$ cat src/rtl/lsu_pkg.sv
// Shared encodings for the MEM-stage load/store unit: access type codes,
// FSM state enum and the misalignment predicate used when trapping is enabled.
package lsu_pkg;

  localparam logic [2:0] LT_LB   = 3'b000;
  localparam logic [2:0] LT_LH   = 3'b001;
  localparam logic [2:0] LT_LW   = 3'b010;
  localparam logic [2:0] LT_LBU  = 3'b100;
  localparam logic [2:0] LT_LHU  = 3'b101;
  localparam logic [2:0] LT_NONE = 3'b111;

  localparam logic [1:0] ST_SB   = 2'b00;
  localparam logic [1:0] ST_SH   = 2'b01;
  localparam logic [1:0] ST_SW   = 2'b10;
  localparam logic [1:0] ST_NONE = 2'b11;

  typedef enum logic [1:0] {
    S_IDLE = 2'd0,
    S_REQ  = 2'd1,
    S_RSP  = 2'd2,
    S_DONE = 2'd3
  } lsu_state_e;

  function automatic logic is_misaligned(input logic is_store, input logic [2:0] lt,
                                         input logic [1:0] st, input logic [1:0] off);
    if (is_store)
      return ((st == ST_SH) && off[0]) || ((st == ST_SW) && (off != 2'b00));
    return (((lt == LT_LH) || (lt == LT_LHU)) && off[0]) || ((lt == LT_LW) && (off != 2'b00));
  endfunction

endpackage

$ cat src/rtl/lsu_align.sv
// Byte-lane alignment: store strobe/data replication and load extraction
// with sign or zero extension. Purely combinational.
module lsu_align
  import lsu_pkg::*;
(
  input  logic [1:0]  st_off,
  input  logic [1:0]  store_type,
  input  logic [31:0] store_data,
  output logic [3:0]  wstrb,
  output logic [31:0] wdata,
  input  logic [1:0]  ld_off,
  input  logic [2:0]  load_type,
  input  logic [31:0] rdata,
  output logic [31:0] load_data
);

  logic [31:0] byte_sh;
  logic [31:0] half_sh;

  always_comb begin
    wstrb = '0;
    wdata = '0;
    case (store_type)
      ST_SB: begin
        wstrb = 4'b0001 << st_off;
        wdata = {4{store_data[7:0]}};
      end
      ST_SH: begin
        wstrb = 4'b0011 << {st_off[1], 1'b0};
        wdata = {2{store_data[15:0]}};
      end
      ST_SW: begin
        wstrb = 4'b1111;
        wdata = store_data;
      end
      default: ;
    endcase
  end

  // Halfword offset uses addr[1] only, so odd halfword offsets truncate down.
  assign byte_sh = rdata >> {ld_off, 3'b000};
  assign half_sh = rdata >> {ld_off[1], 4'b0000};

  always_comb begin
    load_data = '0;
    case (load_type)
      LT_LB:   load_data = {{24{byte_sh[7]}}, byte_sh[7:0]};
      LT_LBU:  load_data = {24'd0, byte_sh[7:0]};
      LT_LH:   load_data = {{16{half_sh[15]}}, half_sh[15:0]};
      LT_LHU:  load_data = {16'd0, half_sh[15:0]};
      LT_LW:   load_data = rdata;
      default: ;
    endcase
  end

endmodule

$ cat src/rtl/mem_stage_lsu.sv
// MEM-stage load/store unit: one valid/ready bus request per access, stall
// until complete, hold result until the pipeline advances.
// Optional misaligned-access trap selected by defining MISALIGN_TRAP_EN.
//
// state  | meaning
// IDLE   | no access in flight; request driven combinationally when access present
// REQ    | request presented, waiting for dbus_req_ready
// RSP    | load issued, waiting for dbus_rsp_valid
// DONE   | result held, stall released, waiting for pipeline_en
module mem_stage_lsu
  import lsu_pkg::*;
(
  input  logic        clk,
  input  logic        rst,
  input  logic        pipeline_en,
  input  logic [31:0] mem_result,
  input  logic [31:0] mem_op2_selected,
  input  logic        mem_memory_write,
  input  logic [2:0]  mem_memory_load_type,
  input  logic [1:0]  mem_memory_store_type,
  output logic        dbus_req_valid,
  input  logic        dbus_req_ready,
  output logic [31:0] dbus_addr,
  output logic        dbus_we,
  output logic [3:0]  dbus_wstrb,
  output logic [31:0] dbus_wdata,
  input  logic        dbus_rsp_valid,
  input  logic [31:0] dbus_rdata,
`ifdef MISALIGN_TRAP_EN
  output logic        mem_misaligned,
`endif
  output logic        mem_stall,
  output logic [31:0] mem_load_data
);

  lsu_state_e  state_q, state_d;
  logic [31:0] addr_q, addr_d;
  logic [2:0]  ltype_q, ltype_d;
  logic        flush_q, flush_d;
  logic [31:0] load_data_q, load_data_d;
  logic        store_present, load_present, access, trap;
  logic        req_valid, req_fire, flush_seen;
  logic [3:0]  wstrb_a;
  logic [31:0] wdata_a, ld_ext;
`ifdef MISALIGN_TRAP_EN
  logic        misal_q, misal_d;
`endif

  assign store_present = mem_memory_write && (mem_memory_store_type != ST_NONE);
  assign load_present  = !store_present && (mem_memory_load_type != LT_NONE);
  assign access        = store_present || load_present;

`ifdef MISALIGN_TRAP_EN
  assign trap = access && is_misaligned(store_present, mem_memory_load_type,
                                        mem_memory_store_type, mem_result[1:0]);
`else
  assign trap = 1'b0;
`endif

  assign req_valid = (state_q == S_REQ) || ((state_q == S_IDLE) && access && !trap);
  assign req_fire  = req_valid && dbus_req_ready;

  // Any change of the captured access while waiting means it was flushed upstream.
  assign flush_seen = flush_q || store_present || (mem_result != addr_q) ||
                      (mem_memory_load_type != ltype_q);

  lsu_align u_align (
    .st_off     (mem_result[1:0]),
    .store_type (store_present ? mem_memory_store_type : ST_NONE),
    .store_data (mem_op2_selected),
    .wstrb      (wstrb_a),
    .wdata      (wdata_a),
    .ld_off     (addr_q[1:0]),
    .load_type  (ltype_q),
    .rdata      (dbus_rdata),
    .load_data  (ld_ext)
  );

  // Outputs are forced to their reset values while rst is held low.
  assign dbus_req_valid = rst && req_valid;
  assign dbus_addr      = dbus_req_valid ? {mem_result[31:2], 2'b00} : '0;
  assign dbus_we        = dbus_req_valid && store_present;
  assign dbus_wstrb     = dbus_req_valid ? wstrb_a : '0;
  assign dbus_wdata     = dbus_req_valid ? wdata_a : '0;
  assign mem_stall      = access && (state_q != S_DONE);
  assign mem_load_data  = load_data_q;
`ifdef MISALIGN_TRAP_EN
  assign mem_misaligned = misal_q;
`endif

  always_comb begin
    state_d     = state_q;
    addr_d      = addr_q;
    ltype_d     = ltype_q;
    flush_d     = flush_q;
    load_data_d = load_data_q;
`ifdef MISALIGN_TRAP_EN
    misal_d     = misal_q;
`endif
    case (state_q)
      S_IDLE: begin
        if (access) state_d = S_REQ;
`ifdef MISALIGN_TRAP_EN
        if (trap) begin
          state_d     = S_DONE;
          load_data_d = '0;
          misal_d     = 1'b1;
        end
`endif
      end
      S_REQ: ;
      S_RSP: begin
        if (dbus_rsp_valid) begin
          state_d = flush_seen ? S_IDLE : S_DONE;
          if (!flush_seen) load_data_d = ld_ext;
        end else begin
          flush_d = flush_seen;
        end
      end
      S_DONE: begin
        if (pipeline_en) begin
          state_d = S_IDLE;
`ifdef MISALIGN_TRAP_EN
          misal_d = 1'b0;
`endif
        end
      end
      default: state_d = S_IDLE;
    endcase
    if (req_fire) begin
      addr_d  = mem_result;
      ltype_d = load_present ? mem_memory_load_type : LT_NONE;
      flush_d = 1'b0;
      state_d = store_present ? S_DONE : S_RSP;
    end
  end

  always_ff @(posedge clk or negedge rst) begin
    if (!rst) begin
      state_q     <= S_IDLE;
      addr_q      <= '0;
      ltype_q     <= LT_NONE;
      flush_q     <= 1'b0;
      load_data_q <= '0;
`ifdef MISALIGN_TRAP_EN
      misal_q     <= 1'b0;
`endif
    end else begin
      state_q     <= state_d;
      addr_q      <= addr_d;
      ltype_q     <= ltype_d;
      flush_q     <= flush_d;
      load_data_q <= load_data_d;
`ifdef MISALIGN_TRAP_EN
      misal_q     <= misal_d;
`endif
    end
  end

endmodule
$ cat config.mk
export PLATFORM = sky130hd
export DESIGN_NAME = mem_stage_lsu
export DESIGN_NICKNAME = d
export VERILOG_FILES = /design/src/rtl/lsu_pkg.sv /design/src/rtl/lsu_align.sv /design/src/rtl/mem_stage_lsu.sv
export SDC_FILE = /design/constraint.sdc
export NUM_CORES = 1
export LEC_CHECK = 0
export CAP_MARGIN = 40
export CORE_UTILIZATION = 60
export DETAILED_ROUTE_END_ITERATION = 6
export DONT_BUFFER_PORTS = 1
export GPL_ROUTABILITY_DRIVEN = 0
export PLACE_DENSITY = 0.76
export SYNTH_ARGS = -nofsm -noshare
export SYNTH_HDL_FRONTEND = slang
export SYNTH_SLANG_ARGS = --single-unit
$ cat constraint.sdc
create_clock -name clk -period 2.9 [get_ports clk]
set_input_delay 0.435 -clock clk [delete_from_list [all_inputs] [get_ports clk]]
set_output_delay 0.435 -clock clk [all_outputs]
set_load 0.05 [all_outputs]
* Word-level counts from Yosys, hierarchy flattened
Cells that the tools add are included.
Word-level totals: bits in writable memories 0, bits in read-only memories 0, bits in latches 0, bits of input ports 107, word-level logic and storage cells 67, register bits 70, memories 0
Operators by class: $lt $le $gt $ge 0, multiplexer cells 18, divide/modulo/power cells 0, reduce and logical (&&, ||, !) cells 21, multiply operators 0, shifts and indexed selects 4, add/subtract/negate cells 0, bitwise gates (word level) 1, equality and inequality tests 18
Operators by type and width (number):
- $pmux 32 s5 | 1
- $pmux 32 s3 | 1
- $mux 32 | 2
- $ne 32x32->1 | 1
- $shr 32x5->16 | 1
- $shr 32x5->8 | 1
- $mux 2 | 6
- $ne 3x3->1 const B | 4
- $pmux 4 s3 | 1
- $logic_and 1x1->1 | 7
- $eq 2x2->1 const B | 3
- $eq 3x3->1 const B | 2
- $pmux 2 s3 | 1
- $logic_or 1x1->1 | 5
- $eq 2x1->1 const B | 2
- $logic_not 2->1 | 2
- $mux 1 | 4
- $mux 4 | 1
- $ne 2x2->1 const B | 2
- $reduce_and 4->1 | 1
- $reduce_bool 4->1 | 1
- $shl 1x2->4 const A | 1
- $shl 2x2->4 const A | 1
- $eq 3x1->1 const B | 1
- other kinds (10) | 10

* Depth between registers and ports, before layout
Gate-level depths: netlist (run 1).
depth after elaboration 10, depth in mapped cells 8, mapped depth without buffers 6

* Cells and area by module
Synthesis (run 1) repeated with hierarchy kept, for this count alone.
Unflattened totals: cell total of the unflattened synthesis 493, area total of the unflattened synthesis 4948.5 µm²
Modules (own cells, without submodules):
- mem_stage_lsu | instances 1, area each 3712.3 µm², cells each 306
- lsu_align | instances 1, area each 1236.2 µm², cells each 187

* Worst setup path after synthesis (run 1)
OpenSTA, ideal clock, no wires.
path kind input to output, from input port mem_memory_write, to output port dbus_wdata[29], path slack -159 ps, cell stages on the path 6, buffers on the path 1, arrival 2624 ps, cell sequence a21bo_2 -> a21oi_1 -> and2_1 -> nand2_1 -> clkbuf_1 -> a21oi_1
Between the ends: longest elaborated chain between the ends 8, elaborated cells between the ends (all ways) 13, classes of those cells eq/ne: 2; mux: 3; reduce/logical: 8
Ends and longest elaborated chain:
- start: declaration | RTL line mem_stage_lsu.sv:18 | input logic mem_memory_write,
- $logic_and 1x1->1 * | RTL line mem_stage_lsu.sv:49 | assign store_present = mem_memory_write && (mem_memory_store_type != ST_NONE);
- $logic_not 1->1 | RTL line mem_stage_lsu.sv:50 | assign load_present = !store_present && (mem_memory_load_type != LT_NONE);
- $logic_and 1x1->1 | RTL line mem_stage_lsu.sv:50
- $logic_or 1x1->1 * | RTL line mem_stage_lsu.sv:51 | assign access = store_present || load_present;
- $logic_and 1x1->1 * | RTL line mem_stage_lsu.sv:60 | assign req_valid = (state_q == S_REQ) || ((state_q == S_IDLE) && access && !trap);
- $logic_or 1x1->1 * | RTL line mem_stage_lsu.sv:60
- $logic_and 1x1->1 * | RTL line mem_stage_lsu.sv:80 | assign dbus_req_valid = rst && req_valid;
- via dbus_req_valid | RTL line mem_stage_lsu.sv:21 | output logic dbus_req_valid,
- $mux 32 * | RTL line mem_stage_lsu.sv:84 | assign dbus_wdata = dbus_req_valid ? wdata_a : '0;
- end: declaration | RTL line mem_stage_lsu.sv:26 | output logic [31:0] dbus_wdata,
Mark *: on every way through the listed nets, which the timed path passes. The rest lies on a longest branch.

* Final worst setup path (run 1)
from register state_q[0], to output port dbus_wdata[1]
Between the ends: longest elaborated chain between the ends 5, elaborated cells between the ends (all ways) 6, classes of those cells eq/ne: 1; mux: 1; reduce/logical: 4
Ends and longest elaborated chain:
- start: declaration | RTL line mem_stage_lsu.sv:36 | lsu_state_e state_q, state_d;
- start signal: assignment | RTL line mem_stage_lsu.sv:149 | state_q <= state_d;
- $logic_not 2->1 | RTL line mem_stage_lsu.sv:60
- $logic_and 1x1->1 | RTL line mem_stage_lsu.sv:60
- $logic_or 1x1->1 * | RTL line mem_stage_lsu.sv:60
- $logic_and 1x1->1 * | RTL line mem_stage_lsu.sv:80
- $mux 32 * | RTL line mem_stage_lsu.sv:84
Mark *: on every way between the ends. The rest lies on a longest branch, timed or not.

==> results of run 1 <==
cell families (layout without fill, tap and decap cells):
group,Yosys count,after routing,share of synthesized area [%]
XOR/XNOR,35,35,6.77
AO/OA/AOI/OAI,85,85,12.0
flip-flops,70,70,38.8
other,1,2,0.0829
AND/OR/NAND/NOR,163,163,19.0
multiplexers,78,78,19.3
buffers and inverters,39,65,4.06
Yosys cell counts, drive strengths merged, types with 3 or more instances:
library cell,n
a221o,4
xor2,3
nand2b,5
nand2,53
nor2b,6
a222oi,3
and3,30
mux2,74
clkbuf,24
a21oi,37
nor2,25
dfstp,3
xnor2,32
a22oi,14
o21ai,11
o22ai,4
dfrtp,67
or4,4
nand3,4
nand4,14
inv,7
mux2i,4
and2,9
buf,7
nor3b,3
a211o,4
final timing paths:
check                      depth (start not counted)  slack [ps]                   start                            end
min reg2reg                                        1         530  addr_q[16]$_DFFE_PN0P_         addr_q[16]$_DFFE_PN0P_
max reg2reg                                        6         300  ltype_q[0]$_DFFE_PN1P_  mem_load_data[17]$_DFFE_PN0P_
min                                                1         230          mem_result[12]         addr_q[12]$_DFFE_PN0P_
max in group asynchronous                          2        1950                     rst         ltype_q[2]$_DFFE_PN1P_
max                                                6         300  state_q[0]$_DFFE_PN0P_                  dbus_wdata[1]
min in group asynchronous                          2         620                     rst   mem_load_data[6]$_DFFE_PN0P_
through the flow:
stage,setup slack [ps],std cells
floorplan,-159,472
global placement,399,580
detailed placement,339,580
CTS,106,597
global route,140,597
finish,297,597
layout make-up:
class | instances | area share, %
timing repair buffer | 42 | 6.97
multi-input combinational | 363 | 51.8
clock inverter | 6 | 0.797
tap | 99 | 2.46
sequential | 70 | 34.9
clock buffer | 9 | 2.46
inverter | 8 | 0.597
critical path, cell delays in order, from the launching register on:
cell,delay [ps]
sky130_fd_sc_hd__dfrtp_1,450
sky130_fd_sc_hd__and4b_1,240
sky130_fd_sc_hd__a21oi_1,180
sky130_fd_sc_hd__and2_1,200
sky130_fd_sc_hd__nand2_1,140
sky130_fd_sc_hd__inv_1,260
sky130_fd_sc_hd__and2_2,360
metal layers:
| layer | track usage (%) | wire length [µm] | vias up |
|---|---|---|---|
| li1 | - | - | 1735 |
| met1 | 34.8 | 4510 | 1838 |
| met2 | 46.3 | 5680 | 201 |
| met3 | 7.00 | 1020 | 14 |
| met4 | 8.94 | 138 | 0 |
| met5 | 0 | 0 | - |
sequential cells by signal, indices dropped and copies added (netlist names):
name / cells
ltype_q: 3
flush_q: 1
state_q: 2
mem_load_data: 32
addr_q: 32
where the power goes:
part | switching, W | internal (W)
Sequential | 0.000229 | 0.00126
Combinational | 0.00140 | 0.000885
Clock | 0.000371 | 0.000303
timing repair:
item | CTS | global route
endpoints found under the setup margin | 0 | 20
buffers inserted | 0 | 0
resized for setup | 0 | 1
hold buffers | 2 | 0
hold endpoints to repair | 70 | 0
==> results.yml, run 1 <==
cells_and_area:
  most-common-layout-cells: "sky130_fd_sc_hd__mux2_2, sky130_fd_sc_hd__dfrtp_1, sky130_fd_sc_hd__nand2_1"
  final_cell_area_um2: 5030
  layout.area.seq_um2: 1760
  final_core_utilization_pct: 69.3
  post_layout_net_count: 601
  n_antenna_cell: 0
  nFillCells: 565
  areaGrowthSynthToFinish_pct: 11.1
  layout_commonest_cell: "sky130_fd_sc_hd__mux2_2"
  ratio_of_cells_with_drive_above_1_in_the_final_layout_pct: 28.5
  multi_input_gate_area_in_the_final_layout_um2: 2600
logic_synthesis:
  post_synth.cell_area_avg_um2: 9.61
  synth_seq_cells: 70
  asyncSetResetFlopFracSynth_pct: 100
  top_area_cell_type_share_of_the_netlist_area_pct: 37.0
  synthTopCellsByArea: "sky130_fd_sc_hd__dfrtp_1, sky130_fd_sc_hd__mux2_2, sky130_fd_sc_hd__xnor2_1, sky130_fd_sc_hd__nand2_1, sky130_fd_sc_hd__and3_1"
  synth_edf_count: 0
  yosysSeqAreaShare_pct: 38.8
  synth_flop_cell: "sky130_fd_sc_hd__dfrtp_1"
  unique_masters_post_synth: 48
  post_synth_instance_area_um2: 4530
  synth_top_cell_by_area: "sky130_fd_sc_hd__dfrtp_1"
  synthCells: 471
  yosysWarningCount: 0
timing:
  period_minus_slack_ps: 2600
  hold-worst-slack_ps: 233
  relative_slew_margins_pct: 51.3
  total_negative_setup_slacks_ps: 0
  setup_repair_after_global_routing_missed_its_margin: "false"
  hold_violations: 0
  setup_viol_count_final: 0
  slew_violations: 0
  finalCritPeriodShare_pct: 89.8
  tightest_slew_ps: 728
  clock.fmax_mhz: 384
  maximum_clock_skew_at_final_layout_ps: 13.3
power:
  power.leakage_nw: 2.30
  irDropWorstVdd_mv: 0.624
  power.total_w: 0.00446
  p_per_area_nw_per_um2: 887
clock_tree:
  cts_root_buf: "sky130_fd_sc_hd__clkbuf_8"
  tritoncts: "built"
  worst_setup_hold_path_clk_slew_ps: 80
  cts_buffers: 9
  cts.sinks: 70
  clock_latency_late_sink_ps: 350
  clock_tree.buffer_depth: 2
  h-tree-depth: 3
worst_setup_path:
  critical_path_data_required_time_ps: 2470
  cp-start-kind: "flip-flop"
  critical_path_class: "reg -> out"
  critical_path.endpoint_type: "output port"
  crit_fanout: 9
  cp_data_arrival_time_ps: 2170
floorplanning:
  chipHeight_um: 88.9
  coreArea_um2: 7250
  die_x_um: 88.9
  floorplan.die_area_um2: 7890
  placementRows: 31
  initial_standard_cell_utilization_of_the_core_pct: 62.4
  io_pins: 210
detailed_routing:
  wirelength_um: 11400
  drtIter0Drc: 330
  route.detailed.vias_per_inst: 6.35
  routed_wire_length_per_instance_um: 19.0
  drt-pass1-iter-count: 6
  drtAntennaViolNets: 0
  routed-via-count: 3788
  detail_route.drc_violations: 0
grt:
  globalRoute.totalOverflow: 0
  global_route_wire_length_before_repair_um: 16400
  first_global_vias: 3360
  grt_usage_pct: 27.6
  maximum_number_of_pins_on_one_net_before_global_route_repair: 71
  antenna_found_initial: 0
place:
  hpwl_um: 8270
  placement.io_buffers: 0
  postPlaceCellArea_um2: 4820
run_status:
  status: "finished, final reports clean"
hold_path:
  hp-class: "in -> reg"
flow_run:
  cap_viol_max_count: 0
Power figures use the tool's default switching activity.
==> inputs of run 2 (changes only) <==
Settings changed: CELL_PAD_IN_SITES_DETAIL_PLACEMENT from default to 1, CELL_PAD_IN_SITES_GLOBAL_PLACEMENT from default to 1, CORE_UTILIZATION 60 to 47, PLACE_DENSITY 0.76 to default, PLACE_DENSITY_LB_ADDON from default to 0.1.
==> run 2 against run 1 <==
  * Combinational power barely moved
  * Design area rose by 1.7%
  * Largest cell class unchanged
  * Global-route usage fell by 1.7 points
  * Critical endpoint unchanged
==> results.yml, run 2 (synthesis results as in run 1) <==
floorplanning:
  coreArea_um2: 9280
  initial_standard_cell_utilization_of_the_core_pct: 48.7
  io_pins: 210
  die_x_um: 100
  floorplan.die_area_um2: 10000
  chipHeight_um: 100
  placementRows: 35
power:
  net-switching-power_w: 0.00204
  power.internal_w: 0.00250
  clock_power_share_pct: 16.6
  irDropWorstVdd_mv: 0.414
  switching_share_pct: 44.9
  seqPwrFrac_pct: 33.0
  power.leakage_nw: 2.31
  power.share.combinational_pct: 50.5
  p_per_area_nw_per_um2: 889
worst_setup_path:
  crit_fanout: 9
  critical_path_data_required_time_ps: 2470
  cp-start-kind: "flip-flop"
  critical_path.endpoint_type: "output port"
  critical_path.n_buffers_inverters: 1
  regToRegEndpoint: "mem_load_data[17]$_DFFE_PN0P_"
  critical_path.top_delay_family: "simple AND/OR/NAND/NOR gates"
  cp_data_arrival_time_ps: 2230
  reg2reg_from: "ltype_q[0]$_DFFE_PN1P_"
  ff2ff_path_depth: 6
  critical_path_class: "reg -> out"
  critical_path.cell_chain: "and4b_1, a21oi_2, and2_1, nand2_1, inv_1, and2_2"
  slowest_delay_ps: 440
  timing.critical_path.slowest_stage_cell: "sky130_fd_sc_hd__dfrtp_1"
  r2r_slack_ps: 310
grt:
  antenna_found_initial: 0
  maximum_number_of_pins_on_one_net_before_global_route_repair: 71
  grt_usage_pct: 25.9
  globalRoute.totalOverflow: 0
  global_route_wire_length_before_repair_um: 20300
  first_global_vias: 3970
cells_and_area:
  most-common-layout-cells: "sky130_fd_sc_hd__mux2_2, sky130_fd_sc_hd__dfrtp_1, sky130_fd_sc_hd__nand2_1"
  areaGrowthSynthToFinish_pct: 13.0
  n_antenna_cell: 0
  ratio_of_cells_with_drive_above_1_in_the_final_layout_pct: 29.1
  layout.area.seq_um2: 1760
  multi_input_gate_area_in_the_final_layout_um2: 2610
  final_core_utilization_pct: 55.1
  nFillCells: 1075
  layout_commonest_cell: "sky130_fd_sc_hd__mux2_2"
  post_layout_net_count: 603
  finish.cell_count_without_fillers: 630
place:
  placement.io_buffers: 0
  number_of_placed_instances_taps_included: 612
  pre_cts_slack_ps: 291
  hpwl_um: 9530
detailed_routing:
  highest-signal-layer: "met4"
  drt-pass1-iter-count: 4
  routed-via-count: 3802
  route.detailed.vias_per_inst: 6.03
  wirelength_um: 12800
  met2_wire_len_um: 6520
  met3_wl_um: 974
  drtAntennaViolNets: 0
  drtIter0Drc: 101
  detail_route.drc_violations: 0
  detail_route.wirelength.met1_um: 5000
  routed_wire_length_per_instance_um: 20.4
timing:
  maximum_clock_skew_at_final_layout_ps: 15.0
  hold_violations: 0
  clock.fmax_mhz: 376
  tightest_slew_ps: 693
  relative_slew_margins_pct: 53.4
  slew_violations: 0
  post-route-worst-setup-slack_ps: 238
  setup_repair_after_global_routing_missed_its_margin: "false"
  period_minus_slack_ps: 2660
  finalCritPeriodShare_pct: 91.8
  setup_viol_count_final: 0
flow_run:
  cap_viol_max_count: 0
clock_tree:
  cts_root_buf: "sky130_fd_sc_hd__clkbuf_8"
  cts.sinks: 70
  tritoncts: "built"
  cts_post_setup_buffers_inserted: 0
  h-tree-depth: 3
  clock_tree.buffer_depth: 2
  worst_setup_hold_path_clk_slew_ps: 80
  clock_latency_late_sink_ps: 360
  cts_buffers: 9
hold_path:
  min_path_cells: 1
  min_to: "addr_q[13]$_DFFE_PN0P_"
  hp-class: "in -> reg"
  hold_path.startpoint: "mem_result[13]"
run_status:
  status: "finished, final reports clean"
## run 2: worst max-delay path by stage
stage,start,cells past startpoint,endpoint
global placement,ltype_q[0]$_DFFE_PN1P_,6,mem_load_data[24]$_DFFE_PN0P_
global route,state_q[0]$_DFFE_PN0P_,6,dbus_wdata[0]
detailed placement,ltype_q[0]$_DFFE_PN1P_,6,mem_load_data[17]$_DFFE_PN0P_
finish,state_q[0]$_DFFE_PN0P_,6,dbus_wdata[1]
CTS,state_q[0]$_DFFE_PN0P_,6,dbus_wdata[26]
floorplan,mem_memory_write,6,dbus_wdata[29]
## run 2: metal layers
layer / track usage [%] / vias to the layer above
met5: 0 / -
met4: 10.6 / 0
met3: 6.69 / 29
met2: 45.7 / 150
met1: 29.8 / 1882
li1: - / 1741
## run 2: final cells by class
class,instances,share of cell area [%]
clock inverters,6,0.881
multi-input cells,363,51.0
inverters,8,0.587
well taps,129,3.16
repair buffers,44,7.39
clock buffers,10,2.69
flip-flops and latches,70,34.3
## run 2: worst reg2reg max path: stages (launching register included)
cell,delay (ps)
sky130_fd_sc_hd__dfstp_2,640
sky130_fd_sc_hd__xnor2_1,180
sky130_fd_sc_hd__nand4_1,130
sky130_fd_sc_hd__or4_4,580
sky130_fd_sc_hd__nor4_4,340
sky130_fd_sc_hd__buf_12,240
sky130_fd_sc_hd__mux2_2,380
## run 2: through the flow
stage	cell area (µm²)	total power [W]	hold WS (ps)	setup TNS, ps
after floorplan	4540	0.00330	139	-2280
after global placement	4890	0.00371	141	0
after detailed placement	4890	0.00379	141	0
after CTS	5110	0.00459	210	0
after global routing	5110	0.00486	204	0
final	5110	0.00455	223	0
## run 2: timing repair
item | in CTS | in global routing
hold endpoints to repair | 70 | 0
hold buffers | 2 | 0
resized for setup | 0 | 1
endpoints found under the setup margin | 0 | 24
## run 2: power by group through the flow
stage,Clock (W),Sequential [W],Combinational (W)
final,0.000753,0.00150,0.00229
after global routing,0.000817,0.00154,0.00250
after CTS,0.000776,0.00150,0.00231
after detailed placement,0,0.00152,0.00227
after global placement,0,0.00149,0.00222
after floorplan,0,0.00144,0.00186
